`src/rtl/keypad_time_entry_pkg.sv`:
```
// keypad_pkg: shared definitions for the keypad time-entry block.
// Contents: controller state encoding, special key codes, default sizing
// constants and the is_digit() helper used to classify key codes.
package keypad_pkg;

    // Default sizing: four BCD digits (mm:ss), sec_tens limited to 0..5.
    localparam int MAX_DIGITS_DEF   = 4;
    localparam int SEC_TENS_MAX_DEF = 5;

    // Special keys; codes 4'hC..4'hF have no function.
    localparam logic [3:0] KEY_CLEAR = 4'hA;
    localparam logic [3:0] KEY_START = 4'hB;

    typedef enum logic [2:0] {
        ST_IDLE  = 3'd0,
        ST_ENTRY = 3'd1,
        ST_LOAD  = 3'd2,
        ST_RUN   = 3'd3,
        ST_PAUSE = 3'd4
    } state_t;

    function automatic logic is_digit(input logic [3:0] key_code);
        return (key_code <= 4'd9);
    endfunction

endpackage

```
`src/rtl/keypad_time_entry_if.sv`:
```
// keypad_time_entry_if: bundles the keypad-scanner inputs, the timer
// feedback and everything the block drives toward the timer digit chain.
//   key_valid/key_code : one-cycle key strobe and its code
//   timer_zero         : level from the timer chain, all digits zero
//   min_tens..sec_ones : entry register, wired to the timer data inputs
//   loadn              : active-low one-cycle timer load
//   en                 : countdown enable
//   ndigits            : digits entered so far (0..4)
//   err / abort        : one-cycle pulses (START rejected / run cancelled)
// modport master: the keypad/timer side; modport slave: keypad_time_entry.
interface keypad_time_entry_if;

    logic       key_valid;
    logic [3:0] key_code;
    logic       timer_zero;
    logic [3:0] min_tens;
    logic [3:0] min_ones;
    logic [3:0] sec_tens;
    logic [3:0] sec_ones;
    logic       loadn;
    logic       en;
    logic [2:0] ndigits;
    logic       err;
    logic       abort;

    modport master (
        output key_valid, key_code, timer_zero,
        input  min_tens, min_ones, sec_tens, sec_ones,
        input  loadn, en, ndigits, err, abort
    );

    modport slave (
        input  key_valid, key_code, timer_zero,
        output min_tens, min_ones, sec_tens, sec_ones,
        output loadn, en, ndigits, err, abort
    );

endinterface

```
`src/rtl/keypad_time_entry_shift.sv`:
```
// bcd_entry_shift: BCD digit shift register plus digit counter.
// Ports:
//   clk, clr  : clock and synchronous active-high reset
//   shift     : shift din in at the low digit (dropped once full)
//   clear_all : zero all digits and the count; combined with shift the
//               register restarts holding only din
//   din       : BCD digit to shift in
//   digits    : digits[MAX_DIGITS-1] is the oldest (min_tens), digits[0]
//               the newest (sec_ones)
//   ndigits   : number of digits entered, 0..MAX_DIGITS
module bcd_entry_shift #(
    parameter int MAX_DIGITS = 4
) (
    input  logic                        clk,
    input  logic                        clr,
    input  logic                        shift,
    input  logic                        clear_all,
    input  logic [3:0]                  din,
    output logic [MAX_DIGITS-1:0][3:0]  digits,
    output logic [2:0]                  ndigits
);

    localparam logic [2:0] FULL_COUNT = 3'(MAX_DIGITS);

    // clear_all takes priority so a fresh entry always starts from zeros;
    // once the register is full further digits are ignored, never wrapped.
    always_ff @(posedge clk) begin
        if (clr) begin
            digits  <= '0;
            ndigits <= 3'd0;
        end else if (clear_all) begin
            digits <= '0;
            if (shift) begin
                digits[0] <= din;
                ndigits   <= 3'd1;
            end else begin
                ndigits <= 3'd0;
            end
        end else if (shift && (ndigits < FULL_COUNT)) begin
            digits  <= {digits[MAX_DIGITS-2:0], din};
            ndigits <= ndigits + 3'd1;
        end
    end

endmodule

```
`src/rtl/keypad_time_entry.sv`:
```
// keypad_time_entry: keypad-side writer for the mm:ss countdown chain.
// Collects BCD keys into a 4-digit entry register, validates it on START,
// pulses loadn for one cycle to load the timer, then runs/pauses the
// countdown until timer_zero or CLEAR returns it to idle.
// Ports:
//   clk : system clock, rising edge
//   clr : synchronous active-high reset, overrides everything
//   bus : keypad_time_entry_if.slave (key strobe, timer_zero, digit
//         outputs, loadn, en, ndigits, err, abort); all outputs registered
module keypad_time_entry
    import keypad_pkg::*;
#(
    parameter int MAX_DIGITS   = MAX_DIGITS_DEF,
    parameter int SEC_TENS_MAX = SEC_TENS_MAX_DEF
) (
    input  logic                 clk,
    input  logic                 clr,
    keypad_time_entry_if.slave   bus
);

    localparam logic [3:0] SEC_TENS_LIMIT = 4'(SEC_TENS_MAX);

    state_t state;
    state_t next_state;

    logic                       shift;
    logic                       clear_all;
    logic                       err_next;
    logic                       abort_next;
    logic                       first_run;
    logic                       loadn_q;
    logic                       en_q;
    logic                       err_q;
    logic                       abort_q;
    logic [MAX_DIGITS-1:0][3:0] digits;
    logic [2:0]                 ndigits;

    logic key_digit;
    logic key_clear;
    logic key_start;
    logic entry_ok;
    logic zero_seen;

    bcd_entry_shift #(
        .MAX_DIGITS (MAX_DIGITS)
    ) u_shift (
        .clk       (clk),
        .clr       (clr),
        .shift     (shift),
        .clear_all (clear_all),
        .din       (bus.key_code),
        .digits    (digits),
        .ndigits   (ndigits)
    );

    assign key_digit = bus.key_valid && is_digit(bus.key_code);
    assign key_clear = bus.key_valid && (bus.key_code == KEY_CLEAR);
    assign key_start = bus.key_valid && (bus.key_code == KEY_START);

    // digits[1] is sec_tens; an all-zero entry would finish instantly.
    assign entry_ok  = (digits[1] <= SEC_TENS_LIMIT) && (digits != '0);

    // The timer still shows its previous (possibly zero) value during the
    // first RUN cycle after a load, so timer_zero is masked there.
    assign zero_seen = bus.timer_zero && !first_run;

    // Next-state and one-cycle control decode.
    always_comb begin
        next_state = state;
        shift      = 1'b0;
        clear_all  = 1'b0;
        err_next   = 1'b0;
        abort_next = 1'b0;
        case (state)
            ST_IDLE: begin
                if (key_digit) begin
                    shift      = 1'b1;
                    clear_all  = 1'b1;
                    next_state = ST_ENTRY;
                end
            end
            ST_ENTRY: begin
                if (key_digit) begin
                    shift = 1'b1;
                end else if (key_clear) begin
                    clear_all  = 1'b1;
                    next_state = ST_IDLE;
                end else if (key_start) begin
                    if (entry_ok) begin
                        next_state = ST_LOAD;
                    end else begin
                        err_next = 1'b1;
                    end
                end
            end
            ST_LOAD: begin
                next_state = ST_RUN;
            end
            ST_RUN: begin
                // timer_zero outranks any key arriving in the same cycle.
                if (zero_seen) begin
                    clear_all  = 1'b1;
                    next_state = ST_IDLE;
                end else if (key_start) begin
                    next_state = ST_PAUSE;
                end else if (key_clear) begin
                    abort_next = 1'b1;
                    clear_all  = 1'b1;
                    next_state = ST_IDLE;
                end
            end
            ST_PAUSE: begin
                if (key_start) begin
                    next_state = ST_RUN;
                end else if (key_clear) begin
                    abort_next = 1'b1;
                    clear_all  = 1'b1;
                    next_state = ST_IDLE;
                end
            end
            default: begin
                clear_all  = 1'b1;
                next_state = ST_IDLE;
            end
        endcase
    end

    // State register; loadn and en are registered from next_state so they
    // line up exactly with the LOAD and RUN states.
    always_ff @(posedge clk) begin
        if (clr) begin
            state     <= ST_IDLE;
            first_run <= 1'b0;
            loadn_q   <= 1'b1;
            en_q      <= 1'b0;
            err_q     <= 1'b0;
            abort_q   <= 1'b0;
        end else begin
            state     <= next_state;
            first_run <= (state == ST_LOAD);
            loadn_q   <= (next_state != ST_LOAD);
            en_q      <= (next_state == ST_RUN);
            err_q     <= err_next;
            abort_q   <= abort_next;
        end
    end

    assign bus.min_tens = digits[3];
    assign bus.min_ones = digits[2];
    assign bus.sec_tens = digits[1];
    assign bus.sec_ones = digits[0];
    assign bus.ndigits  = ndigits;
    assign bus.loadn    = loadn_q;
    assign bus.en       = en_q;
    assign bus.err      = err_q;
    assign bus.abort    = abort_q;

endmodule
```
`src/flat_wrapper.sv`:
```
// flat-port wrapper written by rule: the top's interface ports become plain ports
module keypad_time_entry_flat import keypad_pkg::*;
#(
    parameter int MAX_DIGITS   = MAX_DIGITS_DEF,
    parameter int SEC_TENS_MAX = SEC_TENS_MAX_DEF
)
  (clk, clr, bus_key_valid, bus_key_code, bus_timer_zero, bus_min_tens, bus_min_ones, bus_sec_tens, bus_sec_ones, bus_loadn, bus_en, bus_ndigits, bus_err, bus_abort);
  keypad_time_entry_if bus_i ();
  input  logic clk;
  input  logic clr;
  input wire logic [$bits(bus_i.key_valid)-1:0] bus_key_valid;
  input wire logic [$bits(bus_i.key_code)-1:0] bus_key_code;
  input wire logic [$bits(bus_i.timer_zero)-1:0] bus_timer_zero;
  output wire logic [$bits(bus_i.min_tens)-1:0] bus_min_tens;
  output wire logic [$bits(bus_i.min_ones)-1:0] bus_min_ones;
  output wire logic [$bits(bus_i.sec_tens)-1:0] bus_sec_tens;
  output wire logic [$bits(bus_i.sec_ones)-1:0] bus_sec_ones;
  output wire logic [$bits(bus_i.loadn)-1:0] bus_loadn;
  output wire logic [$bits(bus_i.en)-1:0] bus_en;
  output wire logic [$bits(bus_i.ndigits)-1:0] bus_ndigits;
  output wire logic [$bits(bus_i.err)-1:0] bus_err;
  output wire logic [$bits(bus_i.abort)-1:0] bus_abort;
  assign bus_i.key_valid = bus_key_valid;
  assign bus_i.key_code = bus_key_code;
  assign bus_i.timer_zero = bus_timer_zero;
  assign bus_min_tens = bus_i.min_tens;
  assign bus_min_ones = bus_i.min_ones;
  assign bus_sec_tens = bus_i.sec_tens;
  assign bus_sec_ones = bus_i.sec_ones;
  assign bus_loadn = bus_i.loadn;
  assign bus_en = bus_i.en;
  assign bus_ndigits = bus_i.ndigits;
  assign bus_err = bus_i.err;
  assign bus_abort = bus_i.abort;
  keypad_time_entry #(.MAX_DIGITS(MAX_DIGITS), .SEC_TENS_MAX(SEC_TENS_MAX)) u_core (.clk(clk), .clr(clr), .bus(bus_i));
endmodule
```
`config.mk`:
```
export PLATFORM = sky130hd
export DESIGN_NAME = keypad_time_entry_flat
export DESIGN_NICKNAME = d
export VERILOG_FILES = /design/src/rtl/keypad_time_entry_pkg.sv /design/src/rtl/keypad_time_entry_if.sv /design/src/rtl/keypad_time_entry_shift.sv /design/src/rtl/keypad_time_entry.sv /design/src/flat_wrapper.sv
export SDC_FILE = /design/constraint.sdc
export NUM_CORES = 1
export LEC_CHECK = 0
export ABC_AREA = 1
export BUFFER_PORTS_ARGS = -buffer_cell sky130_fd_sc_hd__buf_4
export CAP_MARGIN = 10
export CORE_MARGIN = 10
export CORE_UTILIZATION = 55
export CTS_BUF_LIST = sky130_fd_sc_hd__clkbuf_4
export DETAILED_ROUTE_END_ITERATION = 12
export PLACE_DENSITY = 0.87
export SYNTH_ARGS = -nofsm -noshare
export SYNTH_HDL_FRONTEND = slang
export SYNTH_SLANG_ARGS = --single-unit
```
`constraint.sdc`:
```
create_clock -name clk -period 1.73 [get_ports clk]
set_clock_uncertainty 0.2 [all_clocks]
set_input_delay 0.519 -clock clk [delete_from_list [all_inputs] [get_ports clk]]
set_output_delay 0.519 -clock clk [all_outputs]
set_load 0.01 [all_outputs]
```
# Word level (Yosys, flattened, before mapping)
# Index checks and enable logic that the tools add are counted.
totals:
  output_inout_bits: 23
  reg_bits: 27
op_classes:
  n_reduce_logical: 13
  n_lt_le_gt_ge: 3
  eq_ne: 8
  n_addsub: 1
  bitwise_logic: 2
  muxes: 26
op_table:
  columns: ["op", "count"]
  rows:
  - ["3-bit two-way mux", 11]
  - ["16-bit nonzero test", 1]
  - ["3-bit one-hot mux with 5 select lines", 1]
  - ["4-bit two-way mux", 3]
  - ["3-bit by 2-bit == test with 1-bit output (second input constant)", 3]
  - ["1-bit two-way mux", 9]
  - ["4-bit == test (second input constant)", 2]
  - ["1-bit logical AND", 6]
  - ["1-bit one-hot mux with 5 select lines", 1]
  - ["5-bit OR reduction", 1]
  - ["4-bit by 3-bit less-or-equal comparator with 1-bit output (second input constant)", 1]
  - ["4-bit less-or-equal comparator (second input constant)", 1]
  - ["2-bit OR reduction", 2]
  - ["3-bit by 1-bit adder with 3-bit output (second input constant)", 1]
  - ["3-bit by 1-bit == test with 1-bit output (second input constant)", 1]
  - ["3-bit == test (second input constant)", 1]
  - ["3-bit zero test", 1]
  - ["3-bit < comparator (second input constant)", 1]
  - ["3-bit by 2-bit != test with 1-bit output (second input constant)", 1]
  - ["1-bit inverter", 2]
  - ["1-bit one-hot mux with 2 select lines", 1]
  - ["2-bit nonzero test", 1]
  - ["1-bit zero test", 1]

# Longest topological paths before layout
# Gate-level depths: netlist of run 1.
logic_depth:
  depth_word: 8
  ltp_mapped: 10

# Cells and area by module
# Synthesis of run 1 repeated with hierarchy kept, for this count alone.
unflattened:
  cells_unflattened: 177
  area_unflattened_um2: 1249.9
modules_own_cells:
  columns: ["mod", "seq_area_each_um2", "area_per_inst_um2", "n_inst", "cells_per_inst"]
  rows:
  - ["bcd_entry_shift", 380.4, 726.9, 1, 91]
  - ["keypad_time_entry", 160.2, 523.0, 1, 86]

# Worst setup path after synthesis of run 1
# Ideal clock, no wire load.
synth_timing:
  kind: "input to register"
  start: "in bus_key_code[1]"
  end: "reg u_core.u_shift.digits[10] (netlist name)"
  setup_slack_ns: 0.086
  arrival_time_ns: 1.329
  setup_ns: 0.115
  t_required_ns: 1.415
  path_buffers: 1
  path_stages: 7
  cell_sequence: "o21ai_2 > nand2_1 > nor2_2 > nor2_8 > nand4_4 > buf_6 > a21oi_2"
synth_between:
  elab_chain_len: 7
  word_cells_on_any_way: 15
  cone_classes: "1 x order compare; 2 x eq/ne; 7 x mux; 5 x reduce/logical"
synth_rtl:
  columns: ["element", "line_no", "text"]
  rows:
  - ["from (decl)", "flat_wrapper.sv:12", "input wire logic [$bits(bus_i.key_code)-1:0] bus_key_code;"]
  - ["4-bit == test", "keypad_time_entry.sv:57", "assign key_clear = bus.key_valid && (bus.key_code == KEY_CLEAR);"]
  - ["1-bit logical AND", "keypad_time_entry.sv:57", null]
  - ["1-bit two-way mux", "keypad_time_entry.sv:85, keypad_time_entry.sv:106, keypad_time_entry.sv:115", null]
  - ["1-bit two-way mux", "keypad_time_entry.sv:104", "end else if (key_start) begin"]
  - ["1-bit two-way mux", "keypad_time_entry.sv:101", "if (zero_seen) begin"]
  - ["1-bit one-hot mux with 5 select lines", "keypad_time_entry.sv:74", "case (state)"]
  - ["2-bit OR reduction (no source line)", null, null]
  - ["to (signal assigned)", "keypad_time_entry_shift.sv:40", "digits <= {digits[MAX_DIGITS-2:0], din};"]
  - ["to (decl)", "keypad_time_entry_shift.sv:19", "output logic [MAX_DIGITS-1:0][3:0] digits,"]
# Several ways; a longest one is shown, not always the timed one.
# A chain may end at the register's enable or synchronous reset.

# Worst setup path in the final report of run 1
layout_timing:
  start: "reg u_core.u_shift.digits[5] (netlist name)"
  end: "out bus_sec_tens[1]"
layout_lines:
  columns: ["element", "line_no", "text"]
  rows:
  - ["to (decl)", "flat_wrapper.sv:16", "output wire logic [$bits(bus_i.sec_tens)-1:0] bus_sec_tens;"]
# No word-level cell between the ends.

==> results of run 1 <==
## cells by family after synthesis
family	after synthesis
buf+inv	19
xor+xnor	1
flops	27
simple gates	111
compound gates	23
fa+ha+maj	1
## cells in the mapped netlist, drive strengths merged
master,count,area [um2]
a21oi,18,128
and3,1,6.26
buf,3,30.0
clkbuf,1,3.75
dfxtp,27,541
ha,1,12.5
inv,15,56.3
nand2,64,255
nand3,5,37.5
nand4,5,67.6
nor2,34,174
nor3,2,10.0
o21a,1,7.51
o21ai,4,23.8
xnor2,1,8.76
## per-stage QoR
stage                     setup TNS (ps)   util  hold slack (ps)
after global routing                   0  0.750              163
after floorplan                        0      -              297
final                                  0  0.750              178
after detailed placement           -1720  0.736              276
after global placement              -726  0.736              263
after CTS                              0  0.749              174
## sequential cells by signal, summed over array words and instances, names as in the netlist
| signal | cells |
|---|---|
| u_core.bus.abort | 1 |
| u_core.bus.en | 1 |
| u_core.bus.err | 1 |
| u_core.bus.loadn | 1 |
| u_core.first_run | 1 |
| u_core.state | 3 |
| u_core.u_shift.digits | 16 |
| u_core.u_shift.ndigits | 3 |
## placed cells by master (no fill, tap or decap)
cell type / n
a21oi_1: 8
a21oi_2: 10
and3_1: 1
buf_12: 1
buf_4: 39
clkbuf_4: 4
dfxtp_1: 26
dfxtp_2: 1
ha_1: 1
inv_1: 13
inv_2: 2
nand2_1: 58
nand2_2: 6
nand3_1: 4
nand3_4: 1
nand4_1: 2
nand4_2: 1
nand4_4: 2
nor2_1: 25
nor2_2: 6
nor2_4: 2
nor2_8: 1
nor3_1: 2
o21a_1: 1
o21ai_0: 3
o21ai_2: 1
xnor2_1: 1
## power groups by stage
stage               logic [mW]  clock network [mW]  registers [mW]
CTS                      0.260               0.292           0.675
floorplan                0.145                   0           0.693
detailed placement       0.259                   0           0.689
global placement         0.252                   0           0.687
global route             0.283               0.317           0.680
finish                   0.258               0.280           0.675
## area by class of cell
cell class | count | area, um2
repair buffers | 40 | 313
multi-input cells | 136 | 731
fillers | 185 | 569
inverters | 15 | 56.3
well taps | 28 | 35.0
clock buffers | 4 | 30.0
flip-flops and latches | 27 | 542
## routing by layer
| layer | share of wire | vias to the layer above | GRT usage |
|---|---|---|---|
| li1 | - | 654 | - |
| met1 | 0.45 | 577 | 0.156 |
| met2 | 0.49 | 33 | 0.225 |
| met3 | 0.046 | 4 | 0.0243 |
| met4 | 0.015 | 0 | 0.0522 |
| met5 | 0 | - | 0 |
## worst paths after layout
check                             from                        end  slack (ps)  cells past startpoint
max reg2reg            u_core.state[1]   u_core.u_shift.digits[3]         150                      8
min                                clr            u_core.state[2]         180                      2
max           u_core.u_shift.digits[5]            bus_sec_tens[1]         110                      1
min reg2reg  u_core.u_shift.digits[12]  u_core.u_shift.digits[12]         290                      2
==> flow_metrics.env, run 1 <==
export IMPL_dp_slack_ps=-141
export IMPL_cts_buffer_depth=2
export IMPL_start_util=0.598
export IMPL_viasPerCell=5.07
export IMPL_cts_setup_buffers=0
export IMPL_crit_buf_inv=1
export IMPL_totalWireLength_mm=3.19
export IMPL_drive_above_1_share=0.347
export IMPL_ys_seq_elements=27
export IMPL_overflow=0
export IMPL_io_buffers=30
export IMPL_maxCapViolations=0
export IMPL_via_count=1268
export IMPL_avgSynthCellArea_um2=7.48
export IMPL_pwr_share_clk=0.231
export IMPL_cts_tree="yes"
export IMPL_antennaDiodeCount=0
export IMPL_place_congestion=0.919
export IMPL_post_synth_mux_area_share=0
export IMPL_grt_pass1_wl_mm=5.49
export IMPL_fin_nets=232
export IMPL_power_mw=1.21
export IMPL_rsz0062_at_grt="no"
export IMPL_leakage_nw=0.762
export IMPL_wl_per_cell_um=12.8
export IMPL_switching_share=0.285
export IMPL_netSwitchingPower_mw=0.346
export IMPL_synth_fa_ha_area_frac=0.00919
export IMPL_grt_use_total=0.131
export IMPL_ys_types=26
export IMPL_syn2layout_area_growth_pct=25.4
export IMPL_ir_worst_vdd_mv=0.451
export IMPL_setup_viol=0
export IMPL_drc=0
export IMPL_fin_crit_sh=0.937
export IMPL_die_x_um=69.8
export IMPL_p_int_mw=0.868
export IMPL_seqPwrFrac=0.557
export IMPL_status="complete, no violations"
export IMPL_antenna_found_initial=0
export IMPL_ios=31
export IMPL_cts_repair_resized=0
export IMPL_worst_path_max_fanout=5
export IMPL_drv_slew=0
export IMPL_hold_violations=0
export IMPL_row_count=17
export IMPL_period_needed_ps=1620
export IMPL_synth_cells=182
export IMPL_slowest_delay_ps=430
export IMPL_path_clk_slew_ps=140
export IMPL_syn_area_um2=1360
export IMPL_initialDrtViolationCount=152
export IMPL_fin_cells=250
export IMPL_arrival_ps=900
export IMPL_cts_htree_levels=1
export IMPL_fin_area_um2=1710
export IMPL_synth_top_family_by_area="simple AND/OR/NAND/NOR gates"
export IMPL_cts_buffers=3
export IMPL_setup_ws_ps=108
export IMPL_yosys_warnings=0
export IMPL_placed_area_um2=1680
export IMPL_start_kind="flop"
export IMPL_path_class="reg2out"
export IMPL_relSlewSlack=0.794
export IMPL_synth_fp_nets=191
export IMPL_slowest_stage="dfxtp_1"
export IMPL_cts_sinks=27
export IMPL_seq_area_frac_synth=0.397
export IMPL_postCtsHoldBufs=0
export IMPL_dp_hpwl_mm=2.62
export IMPL_end_kind="primary output"
export IMPL_die_area_um2=4870
export IMPL_synth_xor_area_frac=0.00643
export IMPL_die_h_um=69.8
export IMPL_hp_class="in2reg"
export IMPL_clock_latency_ps=320
export IMPL_final_antenna_net_count=0
export IMPL_fmax_ghz=0.617
export IMPL_p_per_area_nw_per_um2=711
export IMPL_crit_family="flip-flops"
export IMPL_dp_cells=246
export IMPL_synth_compound_area_frac=0.117
export IMPL_grt_max_degree=15
export IMPL_path_cells="buf_4"
export IMPL_worstMarginPinSlew_ps=307
export IMPL_first_pass_iters=4
export IMPL_grt_pass1_vias=1238
export IMPL_p_comb_frac=0.212
export IMPL_cts_root_buffer="clkbuf_4"
export IMPL_fp_coreArea_um2=2280
export IMPL_cp_required_ps=1010
export IMPL_synth_simple_area_share=0.404
(Power assumes the default switching activity.)
==> inputs of run 2 (changes only) <==
--- a/config.mk
+++ b/config.mk
@@ -13,6 +13,7 @@
 export CTS_BUF_LIST = sky130_fd_sc_hd__clkbuf_4
 export DETAILED_ROUTE_END_ITERATION = 12
 export PLACE_DENSITY = 0.87
+export SETUP_SLACK_MARGIN = 0.3
 export SYNTH_ARGS = -nofsm -noshare
 export SYNTH_HDL_FRONTEND = slang
 export SYNTH_SLANG_ARGS = --single-unit
==> flow_metrics.env, run 2 <==
export IMPL_async_flop_share=0
export IMPL_avgSynthCellArea_um2=7.48
export IMPL_first_error="[ERROR DPL-0033] detailed placement checks failed during check placement."
export IMPL_placed_area_um2=1670
export IMPL_status="aborted with a tool error"
export IMPL_synth_edf_count=0
export IMPL_ys_seq_elements=27
export IMPL_row_count=17
export IMPL_syn_area_um2=1360
export IMPL_die_x_um=69.8
export IMPL_stop_stage="5_1_grt"
export IMPL_synth_top_area_cell="dfxtp_1"
export IMPL_endpoint_type="register data pin"
export IMPL_grt_max_degree=16
export IMPL_synth_ff_type="dfxtp_1"
export IMPL_cts_buffer_depth=2
export IMPL_antenna_found_initial=0
export IMPL_ios=31
export IMPL_synth_fp_nets=191
export IMPL_die_h_um=69.8
export IMPL_cts_sinks=27
export IMPL_cts_htree_levels=1
export IMPL_yosys_warnings=0
export IMPL_synth_area_leaders="dfxtp_1 40%, nand2_1 16%, nor2_1 6.9%"
export IMPL_cts_buffers=3
export IMPL_yosysMostFrequentCell="nand2_1"
export IMPL_ys_types=26
export IMPL_start_util=0.598
export IMPL_postCtsHoldBufs=0
export IMPL_grt_worst_endpoint="u_core.bus.loadn$_SDFF_PP1_/D"
export IMPL_cts_root_buffer="clkbuf_4"
export IMPL_synth_cells=182
export IMPL_io_buffers=30
export IMPL_netlist_area_leader_share=0.397
export IMPL_synth_commonest_cells="58 x nand2_1, 27 x dfxtp_1, 25 x nor2_1, 13 x inv_1, 10 x a21oi_2"
export IMPL_dp_hpwl_mm=2.59
export IMPL_place_congestion=0.896
export IMPL_seq_area_frac_synth=0.397
## run 2: timing repair
action                                  CTS
pin swaps                                 9
setup buffers                            23
resized for setup                        63
endpoints found under the setup margin   47
## run 2: kinds of logic after synthesis
family                     count (synthesis)  synth area share
xor gates and xnor gates                   1           0.00643
buffers and inverters                     19            0.0662
AOI/OAI and AO/OA                         23             0.117
and+or+nand+nor                          111             0.404
adders and majority gates                  1           0.00919
DFF                                       27             0.397
## run 2: stage by stage
step,hold slack (ps),cells,setup TNS [ps],setup slack (ps)
CTS,154,270,0,204
floorplan,298,182,0,157
global placement,263,243,-568,-63.0
detailed placement,277,243,-1180,-102
==> inputs of run 3 (changes only) <==
--- a/config.mk
+++ b/config.mk
@@ -8,12 +8,10 @@
 export ABC_AREA = 1
 export BUFFER_PORTS_ARGS = -buffer_cell sky130_fd_sc_hd__buf_4
 export CAP_MARGIN = 10
-export CORE_MARGIN = 10
-export CORE_UTILIZATION = 55
-export CTS_BUF_LIST = sky130_fd_sc_hd__clkbuf_4
+export CORE_AREA = 10 10 71 73
 export DETAILED_ROUTE_END_ITERATION = 12
-export PLACE_DENSITY = 0.87
-export SETUP_SLACK_MARGIN = 0.3
+export DIE_AREA = 0 0 81 83
+export PLACE_DENSITY_LB_ADDON = 0.15
 export SYNTH_ARGS = -nofsm -noshare
 export SYNTH_HDL_FRONTEND = slang
 export SYNTH_SLANG_ARGS = --single-unit
==> flow_metrics.env, run 3 (synthesis results as in run 1) <==
export IMPL_status="complete, no violations"
export IMPL_worstRegToRegCells=8
export IMPL_fp_coreArea_um2=3630
export IMPL_cp_required_ps=1700
export IMPL_timing_rr_start="u_core.state[1]"
export IMPL_hp_class="in2reg"
export IMPL_power_mw=1.28
export IMPL_hold_depth=2
export IMPL_cts_sinks=27
export IMPL_leakage_nw=0.765
export IMPL_via_count=1230
export IMPL_crit_start="u_core.state[1]"
export IMPL_place_congestion=0.798
export IMPL_relSlewSlack=0.786
export IMPL_drive_above_1_share=0.348
export IMPL_final_common_cell="nand2_1"
export IMPL_setup_ws_ps=164
export IMPL_drv_slew=0
export IMPL_cts_htree_levels=1
export IMPL_final_antenna_net_count=0
export IMPL_grt_max_degree=16
export IMPL_path_cells="nor2_2 -> nand2_2 -> nor2_2 -> nor2_8 -> nand4_2 -> nand2_1 -> nand2_1 -> nor2_1"
export IMPL_cts_tree="yes"
export IMPL_drc=0
export IMPL_die_h_um=83
export IMPL_viasPerCell=4.57
export IMPL_totalWireLength_mm=3.30
export IMPL_die_x_um=81
export IMPL_hold_violations=0
export IMPL_rsz0062_at_grt="no"
export IMPL_start_kind="flop"
export IMPL_start_util=0.375
export IMPL_p_per_area_nw_per_um2=737
export IMPL_dp_slack_ps=-111
export IMPL_cts_buffers=3
export IMPL_ios=31
export IMPL_hp_start="clr"
export IMPL_hold_end="u_core.state[2]"
export IMPL_setup_viol=0
export IMPL_wl_per_cell_um=12.2
export IMPL_cts_buffer_depth=2
export IMPL_fin_crit_sh=0.905
export IMPL_antennaDiodeCount=0
export IMPL_clock_latency_ps=270
export IMPL_grt_use_total=0.101
export IMPL_regMostFlops="u_core.u_shift.digits"
export IMPL_layout_common_cells="58 x nand2_1, 38 x buf_4, 25 x nor2_1, 25 x dfxtp_1, 13 x inv_1"
export IMPL_fmax_ghz=0.639
export IMPL_maxCapViolations=0
export IMPL_grt_pass1_vias=1297
export IMPL_r2r_end="u_core.u_shift.digits[2]"
export IMPL_overflow=0
export IMPL_worst_path_max_fanout=8
export IMPL_slowest_delay_ps=370
export IMPL_slowest_stage="dfxtp_2"
export IMPL_end_kind="flop"
export IMPL_ir_worst_vdd_mv=0.321
export IMPL_postCtsHoldBufs=0
export IMPL_antenna_found_initial=0
export IMPL_largest_register_ffs=16
export IMPL_crit_family="simple AND/OR/NAND/NOR gates"
export IMPL_worstMarginPinSlew_ps=319
export IMPL_syn2layout_area_growth_pct=27.9
export IMPL_reg_top3="u_core.u_shift.digits: 16 flops, u_core.state: 3 flops, u_core.u_shift.ndigits: 3 flops"
export IMPL_io_buffers=30
export IMPL_reg2reg_slack_ps=160
export IMPL_grt_pass1_wl_mm=5.83
export IMPL_fin_nets=231
export IMPL_path_class="reg2reg"
export IMPL_period_needed_ps=1570
export IMPL_cts_root_buffer="clkbuf_8"
export IMPL_initialDrtViolationCount=55
export IMPL_first_pass_iters=4
export IMPL_row_count=22
export IMPL_cp_num_cells=8
export IMPL_arrival_ps=1530
export IMPL_path_clk_slew_ps=90
export IMPL_crit_buf_inv=0
export IMPL_die_area_um2=6720
export IMPL_dp_hpwl_mm=2.71
run 3: cell type report:
type | count | area (um2)
clock buffer | 3 | 41.3
clock inverter | 1 | 5.00
fill | 375 | 1890
inverter | 15 | 56.3
multi-input combinational | 136 | 731
sequential | 27 | 543
tap | 48 | 60.1
timing repair buffer | 39 | 305
run 3: layer usage:
metal,global-route usage,vias to the layer above,wire length [um]
met5,0,-,0
met1,0.120,556,1500
met2,0.174,21,1620
met3,0.0140,2,146
li1,-,651,-
met4,0.0423,0,31
run 3: worst max-delay path by stage:
stage	to	slack [ps]
6_report	u_core.u_shift.digits[2]	160
3_5_place_dp	u_core.u_shift.digits[0]	-110
2_1_floorplan	u_core.u_shift.digits[10]	90
5_1_grt	u_core.bus.loadn	6
3_3_place_gp	u_core.u_shift.digits[3]	-90
4_1_cts	u_core.u_shift.digits[1]	90
run 3: power breakdown:
group	switching (mW)	internal (mW)
Clock	0.193	0.161
Sequential	0.0286	0.646
Combinational	0.142	0.113
Total	0.364	0.920
run 3: stage by stage:
stage	setup TNS [ps]	hold WS, ps	instances	area, um2	util
after global placement	-1090	265	265	1690	0.466
after CTS	0	235	269	1740	0.479
after global routing	0	234	269	1740	0.479
after detailed placement	-1450	281	265	1690	0.466
after floorplan	0	297	182	1360	-
final	0	238	269	1740	0.479
run 3: what timing repair did:
action,4_1_cts,5_1_grt
hold endpoints to repair,0,0
endpoints found under the setup margin,0,6
setup buffers,0,0
gates resized for setup,0,2
==> inputs of run 4 (changes only) <==
--- a/config.mk
+++ b/config.mk
@@ -11,7 +11,7 @@
 export CORE_AREA = 10 10 71 73
 export DETAILED_ROUTE_END_ITERATION = 12
 export DIE_AREA = 0 0 81 83
-export PLACE_DENSITY_LB_ADDON = 0.15
+export SLEW_MARGIN = 20
 export SYNTH_ARGS = -nofsm -noshare
 export SYNTH_HDL_FRONTEND = slang
 export SYNTH_SLANG_ARGS = --single-unit
==> flow_metrics.env, run 4 (synthesis results as in run 1) <==
export IMPL_status="complete, no violations"
export IMPL_clock_latency_ps=260
export IMPL_worst_path_max_fanout=5
export IMPL_crit_start="u_core.u_shift.digits[6]"
export IMPL_antennaDiodeCount=0
export IMPL_postCtsHoldBufs=0
export IMPL_die_x_um=81
export IMPL_grt_max_degree=16
export IMPL_m1WireLength_mm=1.58
export IMPL_largest_register_ffs=16
export IMPL_dr_wl_met2_mm=1.25
export IMPL_top_layer="met4"
export IMPL_path_class="reg2out"
export IMPL_hp_start="clr"
export IMPL_regArea_um2=543
export IMPL_cp_required_ps=1010
export IMPL_fmax_ghz=0.646
export IMPL_crit_family="flip-flops"
export IMPL_end_kind="primary output"
export IMPL_fin_cells=270
export IMPL_die_area_um2=6720
export IMPL_worstRegToRegCells=8
export IMPL_die_h_um=83
export IMPL_multiInputGateArea_um2=731
export IMPL_timing_rr_start="u_core.state[1]"
export IMPL_cp_num_cells=1
export IMPL_layout_common_cells="58 x nand2_1, 39 x buf_4, 25 x nor2_1, 25 x dfxtp_1, 13 x inv_1"
export IMPL_start_kind="flop"
export IMPL_final_antenna_net_count=0
export IMPL_hold_violations=0
export IMPL_hp_class="in2reg"
export IMPL_crit_buf_inv=1
export IMPL_drive_above_1_share=0.351
export IMPL_setup_viol=0
export IMPL_initialDrtViolationCount=54
export IMPL_start_util=0.375
export IMPL_viasPerCell=4.53
export IMPL_maxCapViolations=0
export IMPL_path_cells="buf_4"
export IMPL_utilization=0.481
export IMPL_dp_hpwl_mm=2.50
export IMPL_path_clk_slew_ps=90
export IMPL_totalWireLength_mm=3.06
export IMPL_place_congestion=0.842
export IMPL_ios=31
export IMPL_io_buffers=30
export IMPL_first_pass_iters=4
export IMPL_cts_buffer_depth=2
export IMPL_cts_tree="yes"
export IMPL_via_count=1222
export IMPL_fin_crit_sh=0.895
export IMPL_p_per_area_nw_per_um2=730
export IMPL_cts_buffers=3
export IMPL_leakage_nw=0.770
export IMPL_regMostFlops="u_core.u_shift.digits"
export IMPL_final_common_cell="nand2_1"
export IMPL_drc=0
export IMPL_wl_met3_um=192
export IMPL_row_count=22
export IMPL_relSlewSlack=0.850
export IMPL_antenna_found_initial=0
export IMPL_syn2layout_area_growth_pct=28.5
export IMPL_drv_slew=0
export IMPL_fin_tns_setup_ps=0
export IMPL_fillCellCount=420
export IMPL_fp_coreArea_um2=3630
export IMPL_endpoint="bus_sec_tens[2]"
export IMPL_period_needed_ps=1550
export IMPL_slowest_stage="dfxtp_1"
export IMPL_worstMarginPinSlew_ps=223
export IMPL_grt_pass1_vias=1097
export IMPL_reg_top3="u_core.u_shift.digits: 16 flops, u_core.state: 3 flops, u_core.u_shift.ndigits: 3 flops"
export IMPL_cts_htree_levels=1
export IMPL_slowest_delay_ps=410
export IMPL_cts_root_buffer="clkbuf_8"
export IMPL_overflow=0
export IMPL_cts_sinks=27
export IMPL_grt_use_total=0.0931
export IMPL_r2r_end="u_core.u_shift.digits[1]"
export IMPL_grt_pass1_wl_mm=5.20
export IMPL_rsz0062_at_grt="no"
export IMPL_reg2reg_slack_ps=190
export IMPL_wl_per_cell_um=11.3
export IMPL_dp_cells=266
export IMPL_fin_nets=232
export IMPL_ir_worst_vdd_mv=0.353
export IMPL_arrival_ps=830
==> run 4: worst min-delay path by stage <==
| stage | endpoint | cells after the start |
|---|---|---|
| floorplan | u_core.u_shift.digits[15] | 2 |
| global placement | u_core.u_shift.digits[14] | 2 |
| CTS | u_core.state[2] | 2 |
| global route | u_core.state[1] | 2 |
| finish | u_core.state[2] | 2 |
| detailed placement | u_core.u_shift.digits[15] | 2 |
==> run 4: layout make-up <==
class                      instances  share of cell area
clock buffer                       3              0.0236
clock inverter                     1             0.00286
inverter                          15              0.0322
multi-input combinational        136               0.418
sequential                        27               0.310
tap                               48              0.0343
timing repair buffer              40               0.179
==> run 4: per-stage QoR <==
stage / hold slack (ps) / instance area [um2] / worst slack (ps) / power, mW
after global placement: 274 / 1700 / -115 / 0.947
after CTS: 238 / 1750 / 50.4 / 1.30
after detailed placement: 268 / 1700 / -124 / 0.947
after global routing: 241 / 1750 / 29.7 / 1.37
final: 244 / 1750 / 182 / 1.28
after floorplan: 297 / 1360 / 85.5 / 0.839
==> run 4: layer usage <==
metal / GRT usage / up-vias
met5: 0 / -
met4: 0.0376 / 0
met3: 0.0226 / 2
met2: 0.124 / 30
met1: 0.136 / 535
li1: - / 655
==> run 4: repair_timing <==
action                                  4_1_cts  5_1_grt
endpoints found under the hold margin         0        0
setup buffers                                 0        0
resized for setup                             0        2
endpoints found under the setup margin        0        8
==> run 4: worst register-to-register path, cell delays in order, from the launching register on <==
cell and delay [ps]:
dfxtp_2 370, nor2_2 190, nand2_2 80, nor2_2 220, nor2_8 60, nand4_2 150
nand2_1 80, nand2_1 70, nor2_1 40
==> run 4: power by group <==
group / leakage (nW) / internal (mW) / switching (mW) / total (mW)
logic: 0.524 / 0.114 / 0.140 / 0.254
clock network: 0.0255 / 0.161 / 0.187 / 0.348
registers: 0.220 / 0.646 / 0.0289 / 0.675
total: 0.770 / 0.921 / 0.355 / 1.28
